[src/rtl/keypad_scan.sv]
// 4x4 matrix keypad scanner: column scan, debounce, one strobe per accepted key.
// Optional auto-repeat while a key is held is enabled with macro KEYPAD_REPEAT_EN.
//
// state    | meaning
// SCAN     | drive columns in turn, look for a low row at the end of each dwell
// DEBOUNCE | columns frozen, row pattern must stay identical for DEBOUNCE_CNT cycles
// PRESSED  | key accepted and held; other keys ignored
// RELEASE  | rows all high; waiting for DEBOUNCE_CNT stable cycles before rescanning
module keypad_scan #(
    parameter int SCAN_DIV     = 50000,
    parameter int DEBOUNCE_CNT = 1000000,
    parameter int REPEAT_DELAY = 25000000,
    parameter int REPEAT_RATE  = 5000000
) (
    input  logic       CLOCK_50,
    input  logic       rst_n,
    input  logic [3:0] rows_n,
    output logic [3:0] cols_n,
    output logic [3:0] key_code,
    output logic       key_valid,
    output logic       key_held
);

    localparam int MAX_AB = (SCAN_DIV > DEBOUNCE_CNT) ? SCAN_DIV : DEBOUNCE_CNT;
    localparam int MAX_CD = (REPEAT_DELAY > REPEAT_RATE) ? REPEAT_DELAY : REPEAT_RATE;
    localparam int MAXP   = (MAX_AB > MAX_CD) ? MAX_AB : MAX_CD;
    localparam int CW     = ($clog2(MAXP) < 1) ? 1 : $clog2(MAXP);

    localparam logic [CW-1:0] SCAN_LAST = CW'(SCAN_DIV - 1);
    localparam logic [CW-1:0] DEB_LAST  = CW'(DEBOUNCE_CNT - 1);

    typedef enum logic [1:0] {SCAN, DEBOUNCE, PRESSED, RELEASE} state_t;

    state_t        state;
    logic [3:0]    rows_m;
    logic [3:0]    rows_s;
    logic [1:0]    col;
    logic [1:0]    col_nx;
    logic [CW-1:0] cnt;
    logic [3:0]    lat_rows;
    logic [1:0]    lat_row;

    assign col_nx = col + 2'd1;

    function automatic logic [CW-1:0] sat_inc(input logic [CW-1:0] v);
        return (&v) ? v : v + 1'b1;
    endfunction

    function automatic logic [3:0] col_drive(input logic [1:0] c);
        return ~(4'b0001 << c);
    endfunction

    function automatic logic [1:0] low_row(input logic [3:0] r);
        if (!r[0])      return 2'd0;
        else if (!r[1]) return 2'd1;
        else if (!r[2]) return 2'd2;
        else            return 2'd3;
    endfunction

    // Row 3 carries '*' as E and '#' as F.
    function automatic logic [3:0] key_map(input logic [1:0] r, input logic [1:0] c);
        case ({r, c})
            4'b00_00: return 4'h1;
            4'b00_01: return 4'h2;
            4'b00_10: return 4'h3;
            4'b00_11: return 4'hA;
            4'b01_00: return 4'h4;
            4'b01_01: return 4'h5;
            4'b01_10: return 4'h6;
            4'b01_11: return 4'hB;
            4'b10_00: return 4'h7;
            4'b10_01: return 4'h8;
            4'b10_10: return 4'h9;
            4'b10_11: return 4'hC;
            4'b11_00: return 4'hE;
            4'b11_01: return 4'h0;
            4'b11_10: return 4'hF;
            default:  return 4'hD;
        endcase
    endfunction

`ifdef KEYPAD_REPEAT_EN
    localparam logic [CW-1:0] DELAY_LAST = CW'(REPEAT_DELAY - 1);
    localparam logic [CW-1:0] RATE_LAST  = CW'(REPEAT_RATE - 1);
    logic [CW-1:0] rcnt;
    logic          rep_armed;
    logic [CW-1:0] rep_last;
    assign rep_last = rep_armed ? RATE_LAST : DELAY_LAST;
`endif

    always_ff @(posedge CLOCK_50 or negedge rst_n) begin
        if (!rst_n) begin
            rows_m    <= 4'hF;
            rows_s    <= 4'hF;
            state     <= SCAN;
            col       <= 2'd0;
            cnt       <= '0;
            cols_n    <= 4'b1110;
            key_code  <= 4'h0;
            key_valid <= 1'b0;
            key_held  <= 1'b0;
            lat_rows  <= 4'hF;
            lat_row   <= 2'd0;
`ifdef KEYPAD_REPEAT_EN
            rcnt      <= '0;
            rep_armed <= 1'b0;
`endif
        end else begin
            rows_m    <= rows_n;
            rows_s    <= rows_m;
            key_valid <= 1'b0;
            case (state)
                SCAN: begin
                    if (cnt == SCAN_LAST) begin
                        cnt <= '0;
                        if (rows_s != 4'hF) begin
                            lat_rows <= rows_s;
                            lat_row  <= low_row(rows_s);
                            state    <= DEBOUNCE;
                        end else begin
                            col    <= col_nx;
                            cols_n <= col_drive(col_nx);
                        end
                    end else begin
                        cnt <= sat_inc(cnt);
                    end
                end
                DEBOUNCE: begin
                    if (rows_s != lat_rows) begin
                        state  <= SCAN;
                        col    <= col_nx;
                        cols_n <= col_drive(col_nx);
                        cnt    <= '0;
                    end else if (cnt == DEB_LAST) begin
                        key_code  <= key_map(lat_row, col);
                        key_valid <= 1'b1;
                        key_held  <= 1'b1;
                        state     <= PRESSED;
                        cnt       <= '0;
`ifdef KEYPAD_REPEAT_EN
                        rcnt      <= '0;
                        rep_armed <= 1'b0;
`endif
                    end else begin
                        cnt <= sat_inc(cnt);
                    end
                end
                PRESSED: begin
                    if (rows_s == 4'hF) begin
                        state <= RELEASE;
                        cnt   <= '0;
                    end
`ifdef KEYPAD_REPEAT_EN
                    else if (rcnt == rep_last) begin
                        key_valid <= 1'b1;
                        rcnt      <= '0;
                        rep_armed <= 1'b1;
                    end else begin
                        rcnt <= sat_inc(rcnt);
                    end
`endif
                end
                RELEASE: begin
                    // A bounce back to low rejoins PRESSED without a new strobe.
                    if (rows_s != 4'hF) begin
                        state <= PRESSED;
                        cnt   <= '0;
`ifdef KEYPAD_REPEAT_EN
                        rcnt      <= '0;
                        rep_armed <= 1'b0;
`endif
                    end else if (cnt == DEB_LAST) begin
                        state    <= SCAN;
                        key_held <= 1'b0;
                        col      <= col_nx;
                        cols_n   <= col_drive(col_nx);
                        cnt      <= '0;
                    end else begin
                        cnt <= sat_inc(cnt);
                    end
                end
                default: state <= SCAN;
            endcase
        end
    end

endmodule
[config.mk]
export PLATFORM = sky130hd
export DESIGN_NAME = keypad_scan
export DESIGN_NICKNAME = d
export VERILOG_FILES = /design/src/rtl/keypad_scan.sv
export SDC_FILE = /design/constraint.sdc
export NUM_CORES = 1
export LEC_CHECK = 0
export ABC_AREA = 0
export ABC_CLOCK_PERIOD_IN_PS = 4890
export CAP_MARGIN = 20
export CORE_UTILIZATION = 45
export CTS_CLUSTER_SIZE = 30
export DETAILED_ROUTE_END_ITERATION = 16
export PLACE_DENSITY = 0.74
export SYNTH_ARGS = -nofsm -noshare
export SYNTH_HDL_FRONTEND = slang
export SYNTH_SLANG_ARGS = --single-unit
[constraint.sdc]
create_clock -name CLOCK_50 -period 4.89 [get_ports CLOCK_50]
set_clock_uncertainty 0.15 [all_clocks]
set_input_delay 1.2225 -clock CLOCK_50 [delete_from_list [all_inputs] [get_ports CLOCK_50]]
set_output_delay 1.2225 -clock CLOCK_50 [all_outputs]
set_load 0.05 [all_outputs]
==> impl_metrics.json <==
{
  "tns_ns": 0,
  "critPathTopFamily": "buffers and inverters",
  "drive_gt1_frac": 0.1398,
  "portBuffers": 15,
  "num_vias": 1983,
  "power.density_nw_per_um2": 243.2,
  "final_common_cell": "dfrtp_1",
  "layoutNonFillerInstCount": 354,
  "worstPathRequired_ns": 3.52,
  "drtIter0Drc": 152,
  "antenna_found_initial": 0,
  "cp.arrival_ns": 1.64,
  "max_freq_ghz": 0.3324,
  "hold_buffers": 0,
  "avgSynthCellArea_um2": 10.41,
  "synth-edff-count": 0,
  "rsz0062_at_grt": "false",
  "p_leak_nw": 1.233,
  "outcome": "completed",
  "cts_tree": "done",
  "routed_wirelength_um": 4901,
  "cp.buffers_inverters": 1,
  "clk_pin_slew_worst_paths_ns": 0.09,
  "detail-route-antenna-nets": 0,
  "grt_max_degree": 54,
  "nFillCells": 535,
  "path_cells": "clkdlybuf4s50_1",
  "grt_usage": 0.1708,
  "io_pins": 16,
  "combPwrFrac": 0.021,
  "grt_pass1_vias": 1829,
  "first_pass_iters": 4,
  "slew_viol_final": 0,
  "hold_class": "reg -> reg",
  "finalCritPeriodShare": 0.6151,
  "timing.final.ws_setup_ns": 1.882,
  "min_period_ns": 3.008,
  "antenna_cells": 0,
  "clk_path_buf_depth": 2,
  "gp_congestion": 0.8284,
  "die_w_um": 80.00,
  "start_util": 0.4651,
  "vias_per_cell": 5.602,
  "numClockSinks": 53,
  "worstSetupStartpointType": "flip-flop",
  "final_cell_area_um2": 3043,
  "drv_cap": 0,
  "area_growth_pct": 11.15,
  "worst_pin_slew_ns": 0.9643,
  "drc": 0,
  "crit_slowest_cell": "clkdlybuf4s50_1",
  "critical_path_class": "reg -> out",
  "core_um2": 5886,
  "synthArstFlopShare": 1.000,
  "rows": 28,
  "die_h_um": 80.00,
  "root_buffer": "clkbuf_8",
  "synth_seq_cells": 53,
  "place_inst": 346,
  "insertion_delay_ns": 0.31,
  "switching_share": 0.2120,
  "p_clk_frac": 0.374,
  "seq_power_share": 0.605,
  "synthCells": 263,
  "crit_path_max_incr_delay_ns": 0.79,
  "switching_power_mw": 0.1569,
  "power_mw": 0.7400,
  "avgRoutedWirePerCell_um": 13.84,
  "die-area_um2": 6399,
  "hold_viol": 0,
  "netlist_area_um2": 2738,
  "ys_types": 46,
  "slew_headroom": 0.3541,
  "placed_area_um2": 2937,
  "finalNetCount": 291,
  "pre_cts_ws_ns": 1.984,
  "ir_drop_uv": 165.5,
  "crit_path_end_kind": "output pin",
  "hpwl_um": 3504,
  "cts_resized": 0,
  "fin_util": 0.5170,
  "p_int_mw": 0.5831,
  "grt_pass1_wl_um": 8507,
  "yosysSeqAreaShare": 0.4913,
  "ctsHtreeMaxLevel": 2,
  "final_cell_mix": "38 x dfrtp_1, 34 x nor2_1, 23 x nand2_1, 20 x xor2_1, 15 x dfstp_2",
  "cp_max_fo": 2,
  "synth_nets": 276,
  "grt-ovfl-total": 0,
  "final-setup-viol-count": 0,
  "cts_made_buffers": 5,
  "ys.flop_type": "dfrtp_1",
  "post_cts_buffers": 0,
  "yosys_warnings": 0,
  "worst_hold_slack_ns": 0.2090
}
cell usage after synthesis (2+ instances only):
library cell	n	area (um2)
nor3_1	6	30.03
a311oi_1	2	17.52
ha_1	7	87.58
buf_4	2	15.01
nor2_1	34	127.6
o21ai_0	9	45.04
mux2_2	5	56.30
clkbuf_2	2	10.01
nand3_1	13	65.06
and3_1	2	12.51
nand2b_1	3	18.77
xor2_1	20	175.2
clkbuf_1	3	11.26
and4_1	4	35.03
a31oi_1	4	25.02
and2_1	2	12.51
nor4_1	6	37.54
mux2i_1	10	100.1
dfstp_2	15	394.1
inv_1	10	37.54
a21oi_1	3	15.01
nand4_1	12	75.07
or4_1	2	15.01
nand2_1	23	86.33
xnor2_1	6	52.55
dfrtp_1	38	950.9
layout make-up:
type                       count  area [um2]  share of cell area
sequential                    53        1345              0.4420
tap                           75       93.84             0.03084
multi-input combinational    192        1308              0.4297
timing repair buffer          16       152.6             0.05016
clock buffer                   7       97.59             0.03207
inverter                      10       37.54             0.01234
clock inverter                 1       8.758            0.002878
power by group through the flow:
stage	sequential, mW	combinational, mW	clock [mW]
CTS	0.448	0.0164	0.284
floorplan	0.455	0.00310	0
finish	0.448	0.0156	0.277
global placement	0.455	0.0161	0
global route	0.449	0.0184	0.301
detailed placement	0.456	0.0164	0
metal layers:
layer  up-vias  track usage  wire [um]
met2        62       0.2761       2287
met5         -            0          0
li1        964            -          -
met1       952       0.2330       2340
met3         5      0.03200        247
met4         0      0.05000         26
flip-flops by register name, summed over array words and instances (netlist names), 4 cells and up:
name	flops
cnt	25
cols_n	4
key_code	4
lat_rows	4
rows_m	4
rows_s	4
path summary, 6_finish.rpt:
| kind | from | endpoint | slack, ns | depth (start not counted) |
|---|---|---|---|---|
| worst max-delay path | cols_n[3] | cols_n[3] | 1.88 | 1 |
| worst min-delay path | rows_m[0] | rows_s[0] | 0.21 | 0 |
| worst max register to register | cnt[12] | cnt[21] | 2.03 | 6 |
| worst min register to register | rows_m[0] | rows_s[0] | 0.21 | 0 |
| max in group asynchronous | rst_n | cnt[20] | 3.28 | 2 |
| min in group asynchronous | rst_n | cnt[12] | 0.86 | 2 |
cells by family (layout without fill, tap and decap cells):
family,Yosys count,after routing,share of synthesized area
AO/OA/AOI/OAI,27,27,0.06947
adder cells (fa/ha/maj),7,7,0.03199
multiplexers,16,16,0.06261
XOR/XNOR,26,26,0.08318
flip-flops,53,53,0.4913
buffers and inverters,18,34,0.03108
AND/OR/NAND/NOR,116,116,0.2303
Note: power is estimated with default switching activity, not from simulation.
